[src/rtl/alu_share_arbiter.sv]
// Round-robin arbiter sharing a single alu32 between the EX issue path (port 0)
// and the branch/address unit (port 1); one operation in flight at a time.
//
// state | meaning
// IDLE  | waiting for a request; ready is offered to the granted requester
// EXEC  | operands held on alu_*; counting down the ALU latency
// RESP  | response held on rsp_* until the consumer takes it
module alu_share_arbiter #(
    parameter int WIDTH   = 32,
    parameter int ALU_LAT = 1
) (
    input  logic             clk,
    input  logic             rst_n,

    input  logic             r0_valid,
    output logic             r0_ready,
    input  logic [WIDTH-1:0] r0_data1,
    input  logic [WIDTH-1:0] r0_data2,
    input  logic [2:0]       r0_ctrl,

    input  logic             r1_valid,
    output logic             r1_ready,
    input  logic [WIDTH-1:0] r1_data1,
    input  logic [WIDTH-1:0] r1_data2,
    input  logic [2:0]       r1_ctrl,

    output logic [WIDTH-1:0] alu_data1,
    output logic [WIDTH-1:0] alu_data2,
    output logic [2:0]       alu_ctrl,
    input  logic [WIDTH-1:0] alu_out,
    input  logic             alu_carry,
    input  logic             alu_zero,

    output logic             rsp_valid,
    input  logic             rsp_ready,
    output logic             rsp_id,
    output logic [WIDTH-1:0] rsp_out,
    output logic             rsp_carry,
    output logic             rsp_zero,
    output logic             rsp_err,
    output logic             busy
);

    localparam int CNT_W = (ALU_LAT < 1) ? 1 : $clog2(ALU_LAT + 1);

    typedef enum logic [1:0] {
        IDLE = 2'd0,
        EXEC = 2'd1,
        RESP = 2'd2
    } state_t;

    state_t           state_q;
    logic             last_grant_q;
    logic [CNT_W-1:0] cnt_q;

    logic [WIDTH-1:0] op_data1_q;
    logic [WIDTH-1:0] op_data2_q;
    logic [2:0]       op_ctrl_q;

    logic             rsp_valid_q;
    logic             rsp_id_q;
    logic [WIDTH-1:0] rsp_out_q;
    logic             rsp_carry_q;
    logic             rsp_zero_q;
    logic             rsp_err_q;

    logic             grant_id;
    logic             accept;
    logic [WIDTH-1:0] sel_data1;
    logic [WIDTH-1:0] sel_data2;
    logic [2:0]       sel_ctrl;
    logic             sel_legal;

    // On a tie the requester that did not win last time is served.
    always_comb begin
        grant_id = 1'b0;
        if (r0_valid && r1_valid) begin
            grant_id = ~last_grant_q;
        end else if (r1_valid) begin
            grant_id = 1'b1;
        end
    end

    assign accept    = (state_q == IDLE) && (r0_valid || r1_valid);
    assign r0_ready  = accept && !grant_id;
    assign r1_ready  = accept && grant_id;

    assign sel_data1 = grant_id ? r1_data1 : r0_data1;
    assign sel_data2 = grant_id ? r1_data2 : r0_data2;
    assign sel_ctrl  = grant_id ? r1_ctrl  : r0_ctrl;
    assign sel_legal = (sel_ctrl <= 3'b100);

    always_ff @(posedge clk or negedge rst_n) begin
        if (!rst_n) begin
            state_q      <= IDLE;
            last_grant_q <= 1'b1;
            cnt_q        <= '0;
            op_data1_q   <= '0;
            op_data2_q   <= '0;
            op_ctrl_q    <= '0;
            rsp_valid_q  <= 1'b0;
            rsp_id_q     <= 1'b0;
            rsp_out_q    <= '0;
            rsp_carry_q  <= 1'b0;
            rsp_zero_q   <= 1'b0;
            rsp_err_q    <= 1'b0;
        end else begin
            case (state_q)
                IDLE: begin
                    if (accept) begin
                        last_grant_q <= grant_id;
                        rsp_id_q     <= grant_id;
                        if (sel_legal) begin
                            op_data1_q <= sel_data1;
                            op_data2_q <= sel_data2;
                            op_ctrl_q  <= sel_ctrl;
                            cnt_q      <= CNT_W'(ALU_LAT);
                            state_q    <= EXEC;
                        end else begin
                            // Illegal op never reaches the ALU; answer at once.
                            rsp_valid_q <= 1'b1;
                            rsp_err_q   <= 1'b1;
                            rsp_out_q   <= '0;
                            rsp_carry_q <= 1'b0;
                            rsp_zero_q  <= 1'b0;
                            state_q     <= RESP;
                        end
                    end
                end
                EXEC: begin
                    cnt_q <= cnt_q - CNT_W'(1);
                    if (cnt_q == CNT_W'(1)) begin
                        rsp_valid_q <= 1'b1;
                        rsp_err_q   <= 1'b0;
                        rsp_out_q   <= alu_out;
                        rsp_carry_q <= alu_carry;
                        rsp_zero_q  <= alu_zero;
                        state_q     <= RESP;
                    end
                end
                RESP: begin
                    if (rsp_ready) begin
                        rsp_valid_q <= 1'b0;
                        state_q     <= IDLE;
                    end
                end
                default: begin
                    state_q <= IDLE;
                end
            endcase
        end
    end

    assign alu_data1 = op_data1_q;
    assign alu_data2 = op_data2_q;
    assign alu_ctrl  = op_ctrl_q;

    assign rsp_valid = rsp_valid_q;
    assign rsp_id    = rsp_id_q;
    assign rsp_out   = rsp_out_q;
    assign rsp_carry = rsp_carry_q;
    assign rsp_zero  = rsp_zero_q;
    assign rsp_err   = rsp_err_q;
    assign busy      = (state_q != IDLE);

endmodule
[config.mk]
export PLATFORM = sky130hd
export DESIGN_NAME = alu_share_arbiter
export DESIGN_NICKNAME = d
export VERILOG_FILES = /design/src/rtl/alu_share_arbiter.sv
export SDC_FILE = /design/constraint.sdc
export NUM_CORES = 1
export LEC_CHECK = 0
export CORE_MARGIN = 5
export CORE_UTILIZATION = 38
export CTS_BUF_LIST = sky130_fd_sc_hd__clkbuf_8 sky130_fd_sc_hd__clkbuf_16
export DETAILED_ROUTE_END_ITERATION = 6
export GPL_TIMING_DRIVEN = 0
export PLACE_DENSITY = 0.8
export SYNTH_ARGS = -nofsm -noshare
export SYNTH_HDL_FRONTEND = slang
export SYNTH_SLANG_ARGS = --single-unit
[constraint.sdc]
create_clock -name clk -period 2.17 [get_ports clk]
set_input_delay 0.434 -clock clk [delete_from_list [all_inputs] [get_ports clk]]
set_output_delay 0.434 -clock clk [all_outputs]
set_load 0.005 [all_outputs]
==> flow_summary.json, run 1 <==
{
  "outcome": "finished clean",
  "antenna_found_initial": 0,
  "layoutNonFillerInstCount": 804,
  "io_pins": 280,
  "synth_nets": 503,
  "ir_drop_mv": 0.576,
  "tightest_slew_ns": 0.646,
  "finClkSkew_ns": 0.00827,
  "clock.fmax_mhz": 480,
  "rsz0062_at_grt": "false",
  "yosys_register_bits": 108,
  "crit_required_ns": 1.74,
  "synthArstFlopShare_pct": 100,
  "netlist_area_mm2": 0.00483,
  "hold_viol_final": 0,
  "grt_use_total_pct": 19.2,
  "grt_pass1_wl_mm": 22.1,
  "drive_gt1_share_pct": 25.3,
  "wire_per_inst_um": 18.4,
  "htree_levels": 3,
  "drt_pre_antenna_iters": 4,
  "synth_edf_count": 0,
  "yosysSeqAreaShare_pct": 56.0,
  "arrival_ns": 1.65,
  "synthToLayoutAreaGrowth_pct": 71.7,
  "vias": 3838,
  "ys_types": 27,
  "synth.most_common_cell": "mux2_2",
  "cap_violations": 0,
  "slew_viol_final": 0,
  "critPathLaunchType": "register",
  "synth_top_flop_cell": "dfrtp_1",
  "clkLatencyLatePin_ns": 0.34,
  "grt_pass1_vias": 4203,
  "crit_type": "reg2out",
  "nFillCells": 986,
  "die_y_um": 123,
  "cts_buffer_depth": 2,
  "endpoint_kind": "output port",
  "io_buffers": 279,
  "dieArea_mm2": 0.0151,
  "first_iter_violations": 103,
  "dp.cells": 782,
  "clkSlewWorstSetupHoldPaths_ns": 0.07,
  "relSlewSlack_pct": 56.9,
  "cts-root-buf": "clkbuf_16",
  "p_leak_nw": 3.46,
  "grt_max_degree": 61,
  "cts_tree": "built",
  "period_share_pct": 95.9,
  "power.density_mw_per_mm2": 1220,
  "drt_wl_total_mm": 14.8,
  "drc": 0,
  "synth.area.top_cells": "dfrtp_1, mux2_2, a22o_1, mux2_1, buf_6",
  "ys_top_cells_by_count": "mux2_2, dfrtp_1, a22o_1, mux2_1",
  "setup_tns_ns": 0,
  "design.core.area_mm2": 0.0125,
  "place_congestion": 0.730,
  "die_x_um": 123,
  "synth_cells": 330,
  "holdWs_ns": 0.108,
  "start_util_pct": 38.6,
  "cts_hold_buffers": 0,
  "rows": 41,
  "finalInstanceArea_mm2": 0.00829,
  "hold_class": "in2async",
  "critPathMaxFanout": 10,
  "dpl.hpwl_mm": 11.9,
  "antenna_left": 0,
  "fin_crit_ns": 2.08,
  "via_per_inst": 4.77,
  "avgSynthCellArea_um2": 14.6,
  "yosysTopAreaCell": "dfrtp_1",
  "dpl-instance-area_mm2": 0.00786,
  "numCtsBuffers": 9,
  "cts.sinks": 108,
  "multi_input_comb_area_mm2": 0.00198,
  "nets": 800,
  "setup_viol": 0,
  "ys_warn_count": 0,
  "seqCellArea_mm2": 0.00270,
  "grt-ovfl-total": 0,
  "antenna_cells": 0,
  "netlist.area_leader.share_pct": 55.5
}
flip-flops by register name, summed over array words and instances (netlist names), 2 cells and up:
signal and count:
alu_data1 32, alu_ctrl 3, rsp_out 32, alu_data2 32, state_q 2
kinds of logic (layout without fill, tap and decap cells):
| family | after synthesis | in the layout | synth area share (%) |
|---|---|---|---|
| flops | 108 | 108 | 56.0 |
| compound gates | 49 | 49 | 8.45 |
| buf+inv | 26 | 328 | 3.11 |
| mux | 133 | 133 | 31.0 |
| simple gates | 14 | 14 | 1.40 |
area by class of cell:
type                       instances  area share [%]
multi-input combinational        196            23.9
sequential                       108            32.6
inverter                           6           0.272
buffer                            20            1.89
clock inverter                     7            1.48
tap                              172            2.60
timing repair buffer             286            34.5
clock buffer                       9            2.72
worst max-delay path, stage by stage, from the launching register on:
cell	delay, ns
dfstp_2	0.57
a21boi_4	0.08
buf_12	0.14
buf_6	0.13
and2_1	0.17
clkdlybuf4s15_2	0.22
report_power, final:
group          total, mW  leakage [nW]  internal, mW  switching, mW
Combinational       4.72          1.99          3.11           1.61
Clock               1.86         0.162          1.13          0.731
Sequential          3.50          1.31          2.99          0.512
Total               10.1          3.46          7.23           2.85
through the flow:
| step | power, mW | setup WS, ns | utilization, % |
|---|---|---|---|
| 5_1_grt | 10.7 | 0.0382 | 66.2 |
| 6_report | 10.1 | 0.0880 | 66.2 |
| 2_1_floorplan | 5.39 | 0.394 | - |
| 4_1_cts | 10.2 | 0.0675 | 66.2 |
| 3_3_place_gp | 8.09 | -3.23 | 62.6 |
| 3_5_place_dp | 8.24 | -0.838 | 62.8 |
cells in the final DEF, fill, tap and decap left out, types with 2 or more instances in the layout:
master,instances
mux2_2,113
mux2_1,19
inv_1,6
buf_2,7
nand2b_1,2
nand2_1,4
clkbuf_1,3
clkinvlp_4,2
a32oi_1,2
nor2_1,3
buf_4,10
buf_6,6
clkdlybuf4s50_1,274
a22o_1,34
o21ai_0,5
dfrtp_1,107
dlygate4sd2_1,3
clkbuf_16,9
a21oi_1,2
bufinv_16,3
per-layer routing:
| layer | wire, um | track usage, % | vias up | share of wire (%) |
|---|---|---|---|---|
| met5 | 0 | 0 | - | 0 |
| met1 | 5490 | 21.5 | 1838 | 37 |
| met3 | 1410 | 5.76 | 20 | 9.5 |
| met2 | 7590 | 34.4 | 174 | 51 |
| met4 | 313 | 7.14 | 0 | 2.1 |
| li1 | - | - | 1806 | - |
timing repair:
item                       4_1_cts  5_1_grt
setup buffers                    6        0
resized for setup               19        0
setup endpoints to repair       68        0
final timing paths:
check                        startpoint             to  slack [ns]  depth (start not counted)
max in group asynchronous         rst_n   last_grant_q        1.31                          2
setup / recovery           last_grant_q       r1_ready        0.09                          5
hold / removal                    rst_n  alu_data1[12]        0.11                          1
min in group clk           alu_data1[0]   alu_data1[0]        0.49                          1
hold reg to reg            alu_data1[0]   alu_data1[0]        0.49                          1
setup reg to reg           last_grant_q    rsp_out[26]        0.24                          6
Note: power is estimated with default switching activity, not from simulation.
==> run 2: changes to the inputs <==
GPL_ROUTABILITY_DRIVEN = 0   (was default)
SKIP_CTS_REPAIR_TIMING = 1   (was default)
==> flow_summary.json, run 2 (synthesis results as in run 1) <==
{
  "relSlewSlack_pct": 57.4,
  "wire_per_inst_um": 18.3,
  "dpl.hpwl_mm": 11.9,
  "dp.cells": 782,
  "slew_viol_final": 0,
  "p_leak_nw": 3.50,
  "cpMaxStageDelayCell": "dfstp_2",
  "clock.fmax_mhz": 472,
  "drive_gt1_share_pct": 25.6,
  "endpoint_kind": "output port",
  "cts.sinks": 108,
  "first_iter_violations": 101,
  "numCtsBuffers": 9,
  "power.total_mw": 10.1,
  "most-common-layout-cells": "clkdlybuf4s50_1, mux2_2, dfrtp_1",
  "grt_use_total_pct": 19.1,
  "finClkSkew_ns": 0.00799,
  "die_y_um": 123,
  "grt-ovfl-total": 0,
  "design.core.area_mm2": 0.0125,
  "vias": 3862,
  "grt_pass1_wl_mm": 22.0,
  "hold_viol_final": 0,
  "io_pins": 280,
  "rows": 41,
  "cts-root-buf": "clkbuf_16",
  "ir_drop_mv": 0.576,
  "cp_cell_sequence": "buf_4 > a21boi_4 > buf_12 > buf_6 > and2_1 > dlymetal6s2s_1",
  "drc": 0,
  "clkLatencyLatePin_ns": 0.34,
  "critPathMaxFanout": 10,
  "layoutNonFillerInstCount": 808,
  "post-place-ws_ns": -0.838,
  "cap_violations": 0,
  "clkSlewWorstSetupHoldPaths_ns": 0.07,
  "crit_required_ns": 1.74,
  "grt_pass1_vias": 4171,
  "arrival_ns": 1.69,
  "holdWs_ns": 0.111,
  "tightest_slew_ns": 0.639,
  "cts_buffer_depth": 2,
  "outcome": "finished clean",
  "fin_crit_ns": 2.12,
  "nets": 804,
  "fin_ws_ns": 0.0498,
  "drt_wl_total_mm": 14.8,
  "crit_type": "reg2out",
  "synthToLayoutAreaGrowth_pct": 72.4,
  "setup_viol": 0,
  "via_per_inst": 4.78,
  "htree_levels": 3,
  "critPathLaunchType": "register",
  "power.density_mw_per_mm2": 1210,
  "final_common_cell": "clkdlybuf4s50_1",
  "drt_pre_antenna_iters": 4,
  "grt_max_degree": 61,
  "hold_class": "in2async",
  "die_x_um": 123,
  "antenna_left": 0,
  "antenna_found_initial": 0,
  "cts_tree": "built",
  "dieArea_mm2": 0.0151,
  "start_util_pct": 38.6,
  "nFillCells": 979,
  "slowest_delay_ns": 0.54,
  "io_buffers": 279,
  "antenna_cells": 0,
  "period_share_pct": 97.7
}
## run 2: changes by cell type in the layout (fill, tap and decap cells not counted)
cell,delta
buf_4,+1
buf_2,-1
clkdlybuf4s50_1,+1
nor2_1,-1
buf_1,+1
nor2_2,+1
clkdlybuf4s15_2,-1
clkbuf_2,+3
dlygate4sd2_1,-3
dlymetal6s2s_1,+3
## run 2: final cells by class
type	instances	area, um2	area share, %
buffer	20	148	1.77
clock buffer	9	225	2.71
clock inverter	7	123	1.47
inverter	6	22.5	0.271
multi-input combinational	196	1980	23.8
sequential	108	2700	32.5
tap	172	215	2.59
timing repair buffer	290	2900	34.9
## run 2: stage by stage
step / setup TNS [ns] / instance area (um2) / utilization (%)
finish: 0 / 8320 / 66.5
floorplan: 0 / 4830 / -
global placement: -385.01 / 7830 / 62.6
CTS: -9.36 / 8210 / 65.6
detailed placement: -42.74 / 7860 / 62.8
global route: -0.00450 / 8320 / 66.5
## run 2: worst paths after layout
path / end / cells past startpoint / from / slack [ns]
max reg2reg: alu_data2[4] / 6 / last_grant_q / 0.11
min: alu_data1[12] / 1 / rst_n / 0.11
min reg2reg: alu_data1[0] / 1 / alu_data1[0] / 0.49
max in group asynchronous: last_grant_q / 2 / rst_n / 1.31
min in group clk: last_grant_q / 3 / r1_valid / 0.45
max: r1_ready / 6 / last_grant_q / 0.05
## run 2: where the power goes
part / internal [mW] / total (mW) / switching [mW]
Combinational: 3.12 / 4.75 / 1.62
Clock: 1.13 / 1.86 / 0.725
Sequential: 2.99 / 3.50 / 0.509
## run 2: critical path: cells and delay by family, from the launching register on
family / cells / cell delay, ns
buffers and inverters: 4 / 0.58
AND/OR/NAND/NOR: 1 / 0.17
AO/OA/AOI/OAI: 1 / 0.07
flip-flops: 1 / 0.54
## run 2: metal layers
metal / global-route usage (%) / routed length (um)
met2: 33.8 / 7550
met1: 21.7 / 5510
met3: 5.76 / 1410
met4: 7.14 / 293
met5: 0 / 0
==> run 3: changes to the inputs <==
ABC_AREA = 1   (was default)
==> flow_summary.json, run 3 <==
{
  "via_per_inst": 4.88,
  "rows": 41,
  "rsz0062_at_grt": "false",
  "nets": 964,
  "dpl-instance-area_mm2": 0.00790,
  "synth_nets": 671,
  "antenna_found_initial": 0,
  "internal_power_mw": 6.87,
  "wire_per_inst_um": 17.3,
  "critPathLaunchType": "register",
  "clkLatencyLatePin_ns": 0.35,
  "reg2reg_depth": 11,
  "grt_pass1_vias": 4872,
  "highest_layer": "met4",
  "most-common-layout-cells": "clkdlybuf4s50_1, nand2_1, dfrtp_1",
  "ir_drop_mv": 0.729,
  "cts.sinks": 108,
  "htree_levels": 3,
  "synth.area.top_cells": "dfrtp_1, mux2i_1, nand2_1, o21ai_0, nand4_1",
  "arrival_ns": 1.63,
  "dieArea_mm2": 0.0152,
  "clkSlewWorstSetupHoldPaths_ns": 0.07,
  "relSlewSlack_pct": 51.1,
  "sw_frac_of_total_pct": 34.0,
  "hold_class": "in2async",
  "yosysTopAreaCell": "dfrtp_1",
  "start_util_pct": 38.7,
  "comb_power_share_pct": 48.5,
  "synth_top_flop_cell": "dfrtp_1",
  "seqPwrFrac_pct": 33.7,
  "fin_ws_ns": 0.107,
  "grt-ovfl-total": 0,
  "die_y_um": 123,
  "cts_tree": "built",
  "grt_max_degree": 57,
  "cts-root-buf": "clkbuf_16",
  "period_share_pct": 95.1,
  "netlist.area_leader.share_pct": 55.0,
  "p_leak_nw": 3.93,
  "drt_wl_total_mm": 16.7,
  "slew_viol_final": 0,
  "grt_pass1_wl_mm": 25.1,
  "netlist_area_mm2": 0.00486,
  "io_pins": 280,
  "drive_gt1_share_pct": 6.67,
  "fin_crit_ns": 2.06,
  "antenna_left": 0,
  "clockPowerShare_pct": 17.8,
  "synth_cells": 498,
  "fin_util_pct": 66.2,
  "critPathMaxFanout": 10,
  "final_common_cell": "clkdlybuf4s50_1",
  "drc": 0,
  "power.switching_mw": 3.54,
  "cap_violations": 0,
  "power.density_mw_per_mm2": 1250,
  "ys_warn_count": 0,
  "finalInstanceArea_mm2": 0.00832,
  "clock.fmax_mhz": 485,
  "antenna_cells": 0,
  "finClkSkew_ns": 0.00807,
  "avgSynthCellArea_um2": 9.77,
  "synth.most_common_cell": "nand2_1",
  "die_x_um": 123,
  "post-place-ws_ns": -0.555,
  "hold_viol_final": 0,
  "design.core.area_mm2": 0.0126,
  "crit_required_ns": 1.74,
  "route.met2.wl_mm": 8.26,
  "grt_use_total_pct": 21.5,
  "yosys_register_bits": 108,
  "first_iter_violations": 202,
  "drt-met1-wl_mm": 5.82,
  "outcome": "finished clean",
  "synthToLayoutAreaGrowth_pct": 71.0,
  "endpoint_kind": "output port",
  "nFillCells": 1008,
  "dpl.hpwl_mm": 13.3,
  "power.total_mw": 10.4,
  "cts_buffer_depth": 2,
  "numCtsBuffers": 9,
  "io_buffers": 279,
  "synth_edf_count": 0,
  "tightest_slew_ns": 0.734,
  "ys_top_cells_by_count": "nand2_1, dfrtp_1, mux2i_1, o21ai_0, nand4_1",
  "drt_pre_antenna_iters": 4,
  "met3WireLength_mm": 2.18,
  "synthArstFlopShare_pct": 100,
  "setup_viol": 0,
  "crit_type": "reg2out",
  "ys_types": 24,
  "vias": 4715,
  "yosysSeqAreaShare_pct": 55.6
}
==> run 3: per-layer routing <==
| layer | global-route usage [%] | vias up |
|---|---|---|
| met2 | 37.6 | 216 |
| li1 | - | 2270 |
| met3 | 9.84 | 31 |
| met5 | 0 | - |
| met4 | 8.65 | 0 |
| met1 | 22.2 | 2198 |
==> run 3: per-stage QoR <==
stage               setup TNS (ns)  hold WS (ns)  instances
global route                     0         0.192        967
finish                           0         0.139        967
detailed placement           -7.90         0.457        950
CTS                         -0.913         0.165        965
floorplan                        0         0.138        498
global placement           -359.57         0.453        949
==> run 3: final cells by class <==
class                   count  area (um2)  area share (%)
plain buffers              34         243            2.92
multi-input cells         348        1940            23.3
clock inverters             5         101            1.22
flip-flops and latches    108        2710            32.5
repair buffers            282        2840            34.2
clock buffers              10         239            2.87
inverters                   8        30.0           0.361
well taps                 172         215            2.59
==> run 3: path summary, 6_finish.rpt <==
kind / startpoint / end / slack [ns]
worst min-delay path: rst_n / rsp_out[29] / 0.14
worst min register to register: rsp_out[23] / rsp_out[23] / 0.47
worst max register to register: last_grant_q / alu_data1[6] / 0.30
min in group clk: rsp_out[23] / rsp_out[23] / 0.47
max in group asynchronous: rst_n / last_grant_q / 1.29
worst max-delay path: last_grant_q / r1_ready / 0.11
==> run 3: power groups by stage <==
stage | Sequential, mW | Combinational, mW | Clock (mW)
global placement | 3.50 | 4.89 | 0
global route | 3.62 | 5.54 | 1.99
floorplan | 3.57 | 1.94 | 0
finish | 3.51 | 5.05 | 1.86
detailed placement | 3.53 | 5.01 | 0
CTS | 3.51 | 5.03 | 1.90
==> run 3: kinds of logic (layout without fill, tap and decap cells) <==
logic type / count (synthesis) / in the layout / share of synthesized area (%)
AOI/OAI and AO/OA: 69 / 69 / 7.15
buffers and inverters: 42 / 339 / 5.09
DFF: 108 / 108 / 55.6
muxes: 64 / 64 / 13.2
and+or+nand+nor: 215 / 215 / 19.0
==> run 3: worst max-delay path, cell delays in order (launching register included) <==
cell            delay, ns
dfstp_2              0.55
nand2_4              0.08
nand2_4              0.10
buf_12               0.16
buf_12               0.16
nor2_1               0.06
dlymetal6s2s_1       0.17
